## src/rtl/sequenciador_motor_if.sv

```systemverilog
// sequenciador_motor_if: command levels in, H-bridge drives and status out
interface sequenciador_motor_if;
    logic       Frente;
    logic       FrenteAtras;
    logic       AtrasFrente;
    logic       me_fwd;
    logic       me_rev;
    logic       md_fwd;
    logic       md_rev;
    logic       ocupado;
    logic [2:0] estado;
    modport master (
        output Frente, FrenteAtras, AtrasFrente,
        input  me_fwd, me_rev, md_fwd, md_rev, ocupado, estado
    );
    modport slave (
        input  Frente, FrenteAtras, AtrasFrente,
        output me_fwd, me_rev, md_fwd, md_rev, ocupado, estado
    );
endinterface

```

## src/rtl/sequenciador_motor.sv

```systemverilog
// sequenciador_motor: timed H-bridge sequencer for escape manoeuvres
// SEQ_DEADTIME_EN defined inserts a PAUSA dead-time phase on every direction reversal
module sequenciador_motor #(
    parameter int CNT_W   = 8,
    parameter int T_RE    = 50,
    parameter int T_GIRO  = 30,
    parameter int T_AV    = 20,
    parameter int T_MORTO = 4
) (
    input logic clk,
    input logic reset,
    sequenciador_motor_if.slave bus
);
    typedef enum logic [2:0] {
        PARADO = 3'd0,
        FRENTE = 3'd1,
        PAUSA  = 3'd2,
        RE     = 3'd3,
        GIRO   = 3'd4,
        AVANCO = 3'd5
    } state_t;

    // A phase of T cycles loads T-1; a length of 0 is treated as 1
    localparam logic [CNT_W-1:0] L_RE    = CNT_W'((T_RE    > 1) ? T_RE    - 1 : 0);
    localparam logic [CNT_W-1:0] L_GIRO  = CNT_W'((T_GIRO  > 1) ? T_GIRO  - 1 : 0);
    localparam logic [CNT_W-1:0] L_AV    = CNT_W'((T_AV    > 1) ? T_AV    - 1 : 0);
    localparam logic [CNT_W-1:0] L_MORTO = CNT_W'((T_MORTO > 1) ? T_MORTO - 1 : 0);

    state_t           state, nxt, proximo, nxt_prox;
    logic [CNT_W-1:0] cnt, ld;
    logic             fim;

    assign fim = (cnt == '0);

    always_ff @(posedge clk) begin
        if (reset) begin
            state   <= PARADO;
            proximo <= PARADO;
            cnt     <= '0;
        end else begin
            state   <= nxt;
            proximo <= nxt_prox;
            cnt     <= (nxt != state) ? ld : (fim ? cnt : cnt - 1'b1);
        end
    end

    always_comb begin
        nxt      = PARADO;
        nxt_prox = proximo;
        case (state)
            PARADO, FRENTE: begin
                if (bus.FrenteAtras) begin
`ifdef SEQ_DEADTIME_EN
                    nxt      = (state == FRENTE) ? PAUSA : RE;
                    nxt_prox = RE;
`else
                    nxt      = RE;
`endif
                end else if (bus.AtrasFrente) begin
                    nxt = (state == FRENTE) ? FRENTE : AVANCO;
                end else if (bus.Frente) begin
                    nxt = FRENTE;
                end
            end
            PAUSA: nxt = fim ? proximo : PAUSA;
            RE: begin
                if (fim) begin
`ifdef SEQ_DEADTIME_EN
                    nxt      = PAUSA;
                    nxt_prox = GIRO;
`else
                    nxt      = GIRO;
`endif
                end else begin
                    nxt = RE;
                end
            end
            GIRO:    nxt = fim ? PARADO : GIRO;
            AVANCO:  nxt = fim ? PARADO : AVANCO;
            default: nxt = PARADO;
        endcase
        ld = (nxt == PAUSA)  ? L_MORTO :
             (nxt == RE)     ? L_RE    :
             (nxt == GIRO)   ? L_GIRO  :
             (nxt == AVANCO) ? L_AV    : '0;
    end

    always_comb begin
        bus.me_fwd  = (state == FRENTE) || (state == GIRO) || (state == AVANCO);
        bus.me_rev  = (state == RE);
        bus.md_fwd  = (state == FRENTE) || (state == AVANCO);
        bus.md_rev  = (state == RE) || (state == GIRO);
        bus.ocupado = (state == PAUSA) || (state == RE) || (state == GIRO) || (state == AVANCO);
        bus.estado  = state;
    end
endmodule
```

## src/flat_wrapper.sv

```systemverilog
// flat-port wrapper written by rule: the top's interface ports become plain ports
module sequenciador_motor_flat 
#(
    parameter int CNT_W   = 8,
    parameter int T_RE    = 50,
    parameter int T_GIRO  = 30,
    parameter int T_AV    = 20,
    parameter int T_MORTO = 4
)
  (clk, reset, bus_Frente, bus_FrenteAtras, bus_AtrasFrente, bus_me_fwd, bus_me_rev, bus_md_fwd, bus_md_rev, bus_ocupado, bus_estado);
  sequenciador_motor_if bus_i ();
  input logic clk;
  input logic reset;
  input wire logic [$bits(bus_i.Frente)-1:0] bus_Frente;
  input wire logic [$bits(bus_i.FrenteAtras)-1:0] bus_FrenteAtras;
  input wire logic [$bits(bus_i.AtrasFrente)-1:0] bus_AtrasFrente;
  output wire logic [$bits(bus_i.me_fwd)-1:0] bus_me_fwd;
  output wire logic [$bits(bus_i.me_rev)-1:0] bus_me_rev;
  output wire logic [$bits(bus_i.md_fwd)-1:0] bus_md_fwd;
  output wire logic [$bits(bus_i.md_rev)-1:0] bus_md_rev;
  output wire logic [$bits(bus_i.ocupado)-1:0] bus_ocupado;
  output wire logic [$bits(bus_i.estado)-1:0] bus_estado;
  assign bus_i.Frente = bus_Frente;
  assign bus_i.FrenteAtras = bus_FrenteAtras;
  assign bus_i.AtrasFrente = bus_AtrasFrente;
  assign bus_me_fwd = bus_i.me_fwd;
  assign bus_me_rev = bus_i.me_rev;
  assign bus_md_fwd = bus_i.md_fwd;
  assign bus_md_rev = bus_i.md_rev;
  assign bus_ocupado = bus_i.ocupado;
  assign bus_estado = bus_i.estado;
  sequenciador_motor #(.CNT_W(CNT_W), .T_RE(T_RE), .T_GIRO(T_GIRO), .T_AV(T_AV), .T_MORTO(T_MORTO)) u_core (.clk(clk), .reset(reset), .bus(bus_i));
endmodule
```

## config.mk

```make
export PLATFORM = sky130hd
export DESIGN_NAME = sequenciador_motor_flat
export DESIGN_NICKNAME = d
export VERILOG_FILES = /design/src/rtl/sequenciador_motor_if.sv /design/src/rtl/sequenciador_motor.sv /design/src/flat_wrapper.sv
export SDC_FILE = /design/constraint.sdc
export NUM_CORES = 1
export LEC_CHECK = 0
export ABC_AREA = 1
export CAP_MARGIN = 10
export CORE_MARGIN = 2
export CORE_UTILIZATION = 50
export CTS_BUF_LIST = sky130_fd_sc_hd__clkbuf_2 sky130_fd_sc_hd__clkbuf_4 sky130_fd_sc_hd__clkbuf_8
export CTS_CLUSTER_SIZE = 16
export DETAILED_ROUTE_END_ITERATION = 12
export PLACE_DENSITY = 0.75
export SLEW_MARGIN = 20
export SYNTH_ARGS = -nofsm -noshare
export SYNTH_HDL_FRONTEND = slang
export SYNTH_SLANG_ARGS = --single-unit
```

## constraint.sdc

```tcl
create_clock -name clk -period 2.07 [get_ports clk]
set_input_delay 0.3105 -clock clk [delete_from_list [all_inputs] [get_ports clk]]
set_output_delay 0.3105 -clock clk [all_outputs]
set_load 0.1 [all_outputs]
```

=== After elaboration in Yosys (flattened, before gate mapping) ===
Index checks and enable logic that the tools add are counted.

* $add $sub $neg: 1
* Equal/unequal tests: 11
* Multiplexer cells: 15
* Reduce and logical (&&, ||, !) cells: 10

{| class="wikitable"
|+ Operators with widths
! kind !! count
|-
| $mux W8 || 5
|-
| $mux W3 || 6
|-
| $pmux W3 S5 || 1
|-
| $eq A3 B2 Y1 const B || 4
|-
| $eq A3 B3 Y1 const B || 4
|-
| $logic_not A8 Y1 || 1
|-
| $sub A8 B1 Y8 const B || 1
|-
| $logic_or A1 B1 Y1 || 7
|-
| $mux W5 || 1
|-
| $eq A3 B1 Y1 const B || 1
|-
| $logic_not A3 Y1 || 1
|-
| $ne A3 B3 Y1 || 1
|-
| $mux W2 || 1
|-
| $ne A2 B2 Y1 const B || 1
|-
| $reduce_or A2 Y1 || 1
|-
| $mux W1 || 1
|}

* Bits in registers: 11
* Output and inout bits: 8

=== Depth between registers and ports, before layout ===
* Word-level depth: 11
* Mapped depth: 14

=== Worst setup path before layout ===
Ideal clock, no wire load.

* Kind: register to output
* Start: register u_core.state[0] (netlist: u_core.bus.estado[0])
* End: output port bus_me_fwd
* Arrival time: 2651 ps
* Setup slack: -892 ps
* Cell stages (with the launch flop): 7
* Path buffers: 0
* Path through: dfxtp_1 inv_2 nor2_4 nand2_1 nand2_1 inv_1 nand2_1

* Longest elaborated chain between the ends: 3
* Elaborated cells between the ends (all ways): 5
* Those cells by class: eq/ne (3); reduce/logical (2)

{| class="wikitable"
|+ Ends and longest elaborated chain
! what !! line !! text
|-
| start, declared || sequenciador_motor.sv:29 || <nowiki>state_t state, nxt, proximo, nxt_prox;</nowiki>
|-
| start signal, assigned || sequenciador_motor.sv:41 || <nowiki>state <= nxt;</nowiki>
|-
| $eq A3 B1 Y1 / $eq A3 B3 Y1 (equally long branches) || sequenciador_motor.sv:89 || <nowiki>bus.me_fwd = (state == FRENTE) || (state == GIRO) || (state == AVANCO);</nowiki>
|-
| $logic_or A1 B1 Y1 || sequenciador_motor.sv:89 ||
|-
| $logic_or A1 B1 Y1 (*) || sequenciador_motor.sv:89 ||
|-
| end, declared || flat_wrapper.sv:17 || <nowiki>output wire logic [$bits(bus_i.me_fwd)-1:0] bus_me_fwd;</nowiki>
|}

Every way passes the cells marked *; elsewhere a longest branch is shown, timed or not.

=== Worst setup path after layout ===
* Start: register u_core.cnt[0]
* End: register u_core.cnt[0]

* Longest elaborated chain between the ends: 9
* Elaborated cells between the ends (all ways): 19
* Those cells by class: add/sub (1); eq/ne (6); mux (11); reduce/logical (1)

{| class="wikitable"
|+ Ends and longest elaborated chain
! what !! line !! text
|-
| start, declared || sequenciador_motor.sv:30 || <nowiki>logic [CNT_W-1:0] cnt, ld;</nowiki>
|-
| start signal, assigned || sequenciador_motor.sv:43 || <nowiki>cnt <= (nxt != state) ? ld : (fim ? cnt : cnt - 1'b1);</nowiki>
|-
| $logic_not A8 Y1 || sequenciador_motor.sv:33 || <nowiki>assign fim = (cnt == '0);</nowiki>
|-
| $mux W3 (tied with other cells) || sequenciador_motor.sv:79 || <nowiki>AVANCO: nxt = fim ? PARADO : AVANCO;</nowiki>
|-
| $pmux W3 S5 || sequenciador_motor.sv:50 || <nowiki>case (state)</nowiki>
|-
| $eq A3 B3 Y1 || sequenciador_motor.sv:85 || <nowiki>(nxt == AVANCO) ? L_AV : '0;</nowiki>
|-
| $mux W5 || sequenciador_motor.sv:85 ||
|-
| $mux W8 || sequenciador_motor.sv:84 || <nowiki>(nxt == GIRO) ? L_GIRO :</nowiki>
|-
| $mux W8 || sequenciador_motor.sv:83 || <nowiki>(nxt == RE) ? L_RE :</nowiki>
|-
| $mux W8 || sequenciador_motor.sv:82 || <nowiki>ld = (nxt == PAUSA) ? L_MORTO :</nowiki>
|-
| $mux W8 || sequenciador_motor.sv:43 ||
|}

Several ways; a longest one is shown, not always the timed one. The select of a mux whose other input is x is not followed.
A chain may end at the register's enable or synchronous reset.

==> summary.md <==
| Metric | Value |
|---|---|
| Worst-path fanout max | 10 |
| Area leader, netlist | dfxtp_1 |
| DRT Pass-1 Iters | 4 |
| Top post-synthesis cells by area | dfxtp_1 (25%), nand2_1 (14%), nand2_2 (6.4%) |
| Synth Net Count | around 140 |
| CTS clk-pin slew, worst paths | ~0.070 ns |
| Number of global-route vias before repair | ~730 |
| YS warnings | 0 |
| # clock sinks | 11 |
| Total GRT Usage | 0.199 |
| Slew of the pin with the lowest slew margin | roughly 0.33 ns |
| Placeable Area | around 0.0017 mm^2 |
| Critical path origin | u_core.cnt[0] |
| Starting Density | 0.524 |
| Post-CTS setup buffer count | 0 |
| Hold_buf cts | 0 |
| Layout Utilization | 0.654 |
| DR DRC count | 0 |
| Final GP Congestion | between 0.8 and 0.9 |
| Max-slew headroom | 0.777 |
| FF+latch area | 229 um^2 |
| Die width | about 46 um |
| Largest net degree at the start of global routing | 11 |
| Worst skew pair latency | between 0.2 and 0.3 ns |
| Io pins | 13 |
| Crit share post-route | 0.894 |
| Ant diodes | 0 |
| Final Setup Violations | 0 |
| Worst r2r dst | u_core.cnt[0] |
| Stages on worst setup path | 13 |
| Final hold violation count | 0 |
| Crit-path max cell delay | between 0.3 and 0.4 ns |
| Post_cts resized | 0 |
| Max Clk Rate | around 540 MHz |
| Initial antenna violation count | 0 |
| Number of DRC markers in iteration 0 | 15 |
| DRT antenna net count | 0 |
| Fillers | ~160 |
| Flop2flop setup slack | 0.22 ns |
| Via count | 863 |
| Max-cap violations | 0 |
| Post-Synthesis Mean Instance Area | roughly 6.7 um^2 |
| Area taken by multi-input logic gates | a little under 600 um^2 |
| Worst Skew | between 0.002 and 0.003 ns |
| Cell Area, Synth | about 880 um^2 |
| DR WL/cell | ~12 um |
| First-pass GRT wire length | 2990 um |
| Synth top area share | 0.249 |
| CP Capture Type | flip-flop |
| Leading cell type in the layout, fill and taps excluded | nand2_1 |
| Fin crit period | approximately 1.9 ns |
| Number of synthesized register bits | 11 |
| Die area | 0.00212 mm^2 |
| Worst path bufs/invs | 2 |
| CP cell instances | inv_1 > ha_1 > inv_1 > nor2_1 > nand2_2 > nand2_2 > nand3_2 > nand2_4 > nand3_4 > nand2_2 > nand2_1 > nor2_1 > nor2_1 |
| Drt via density | about 5.2 |
| Hold Path Class | flip-flop to flip-flop |
| Port Buf Inserts | 12 |
| Area growth, synth to finish | 24.9% |
| Most frequent cells in the layout | nand2_1 (29), inv_1 (13), nor2_1 (13) |
| Total Wirelength | a little under 2000 um |
| Total CTS buffers | 3 |
| Root buffer cell | clkbuf_4 |
| H-tree depth | 1 |
| Synth cell types | 24 |
| CTS tree | yes |
| Share of cells above drive strength 1 | 0.351 |
| Crit Reg-Reg Startpoint | u_core.cnt[0] |
| Pins Over Slew Limit | 0 |
| DPL Wire Length | between 1500 and 2000 um |
| Worst EP required | around 2.2 ns |
| Kind of start point of the critical path | flip-flop |
| Clock Tree Buf Depth | 2 |
| Crit-path leading delay family | simple AND/OR/NAND/NOR gates |
| Setup crit end | u_core.cnt[0] |
| Crit-path slowest cell | dfxtp_1 |
| Outcome | complete, no violations |
| Nets | 156 |
| Die height | approximately 46 um |
| Crit path DAT | 2.02 ns |
| Sequential fraction of the synthesis area | 0.249 |
| Rows | 15 |
| RSZ-0062 raised after global routing | false |
| Gr ovfl total | 0 |
| Setup TNS | 0 ns |
| Kind of critical path | flip-flop to flip-flop |
| Mapped Cells | around 130 |
| R2R depth | 13 |
[state kept, by name, summed over array words and instances, names as in the netlist]
register,cells
u_core.cnt,8
u_core.bus.estado,3
[synth_stat cells (all sizes together)]
library cell and count:
nand2 42, a31oi 1, and2 1, dfxtp 11
nand4 7, ha 2, a211oi 1, o21ai 6
or2 1, xor2 2, nor2 20, nor3 2
a21oi 2, inv 20, nand3 14
[cells by family (layout without fill, tap and decap cells)]
family / Yosys count / count (layout) / synth area share
AND/OR/NAND/NOR: 87 / 87 / 0.539
buffers and inverters: 20 / 36 / 0.0849
flip-flops: 11 / 11 / 0.249
AO/OA/AOI/OAI: 10 / 10 / 0.0792
adder cells (fa/ha/maj): 2 / 2 / 0.0283
XOR/XNOR: 2 / 2 / 0.0198
[worst min path at each step]
stage	from	to	slack [ns]	cells past startpoint
2_1_floorplan	reset	u_core.bus.estado[0]	0.37	1
3_3_place_gp	u_core.cnt[7]	u_core.cnt[7]	0.47	2
6_report	u_core.cnt[7]	u_core.cnt[7]	0.48	2
4_1_cts	u_core.cnt[7]	u_core.cnt[7]	0.48	2
3_5_place_dp	u_core.cnt[7]	u_core.cnt[7]	0.47	2
5_1_grt	u_core.cnt[7]	u_core.cnt[7]	0.50	2
[stage by stage]
stage               cell area, um^2  setup slack [ns]  hold WS [ns]  cells
CTS                            1100             0.250         0.484    165
detailed placement             1070             0.248         0.473    161
global route                   1100            0.0934         0.502    165
floorplan                       903           -0.0989         0.370    132
global placement               1070             0.293         0.468    161
finish                         1100             0.218         0.478    165
[worst min-delay path, stage by stage, from the launching register on]
cell and delay, ns:
dfxtp_1 0.31, inv_2 0.07, a211oi_2 0.06
[per-layer routing]
layer  part of all wire  global-route usage  routed length, um  vias up
li1                   -                   -                  -      461
met1               0.48               0.248                935      378
met2               0.46               0.331                896       20
met3              0.038              0.0471                 74        4
met4              0.016              0.0743                 31        0
met5                  0                   0                  0        -
[cell type report]
| cell class | instances | share of cell area |
|---|---|---|
| clock buffer | 4 | 0.0272 |
| inverter | 20 | 0.0702 |
| multi-input combinational | 101 | 0.540 |
| sequential | 11 | 0.207 |
| tap | 17 | 0.0193 |
| timing repair buffer | 12 | 0.136 |
Power is left out: the tool's default activity adds up to more than one toggle a clock period on the data nets, which glitch-free logic cannot reach.
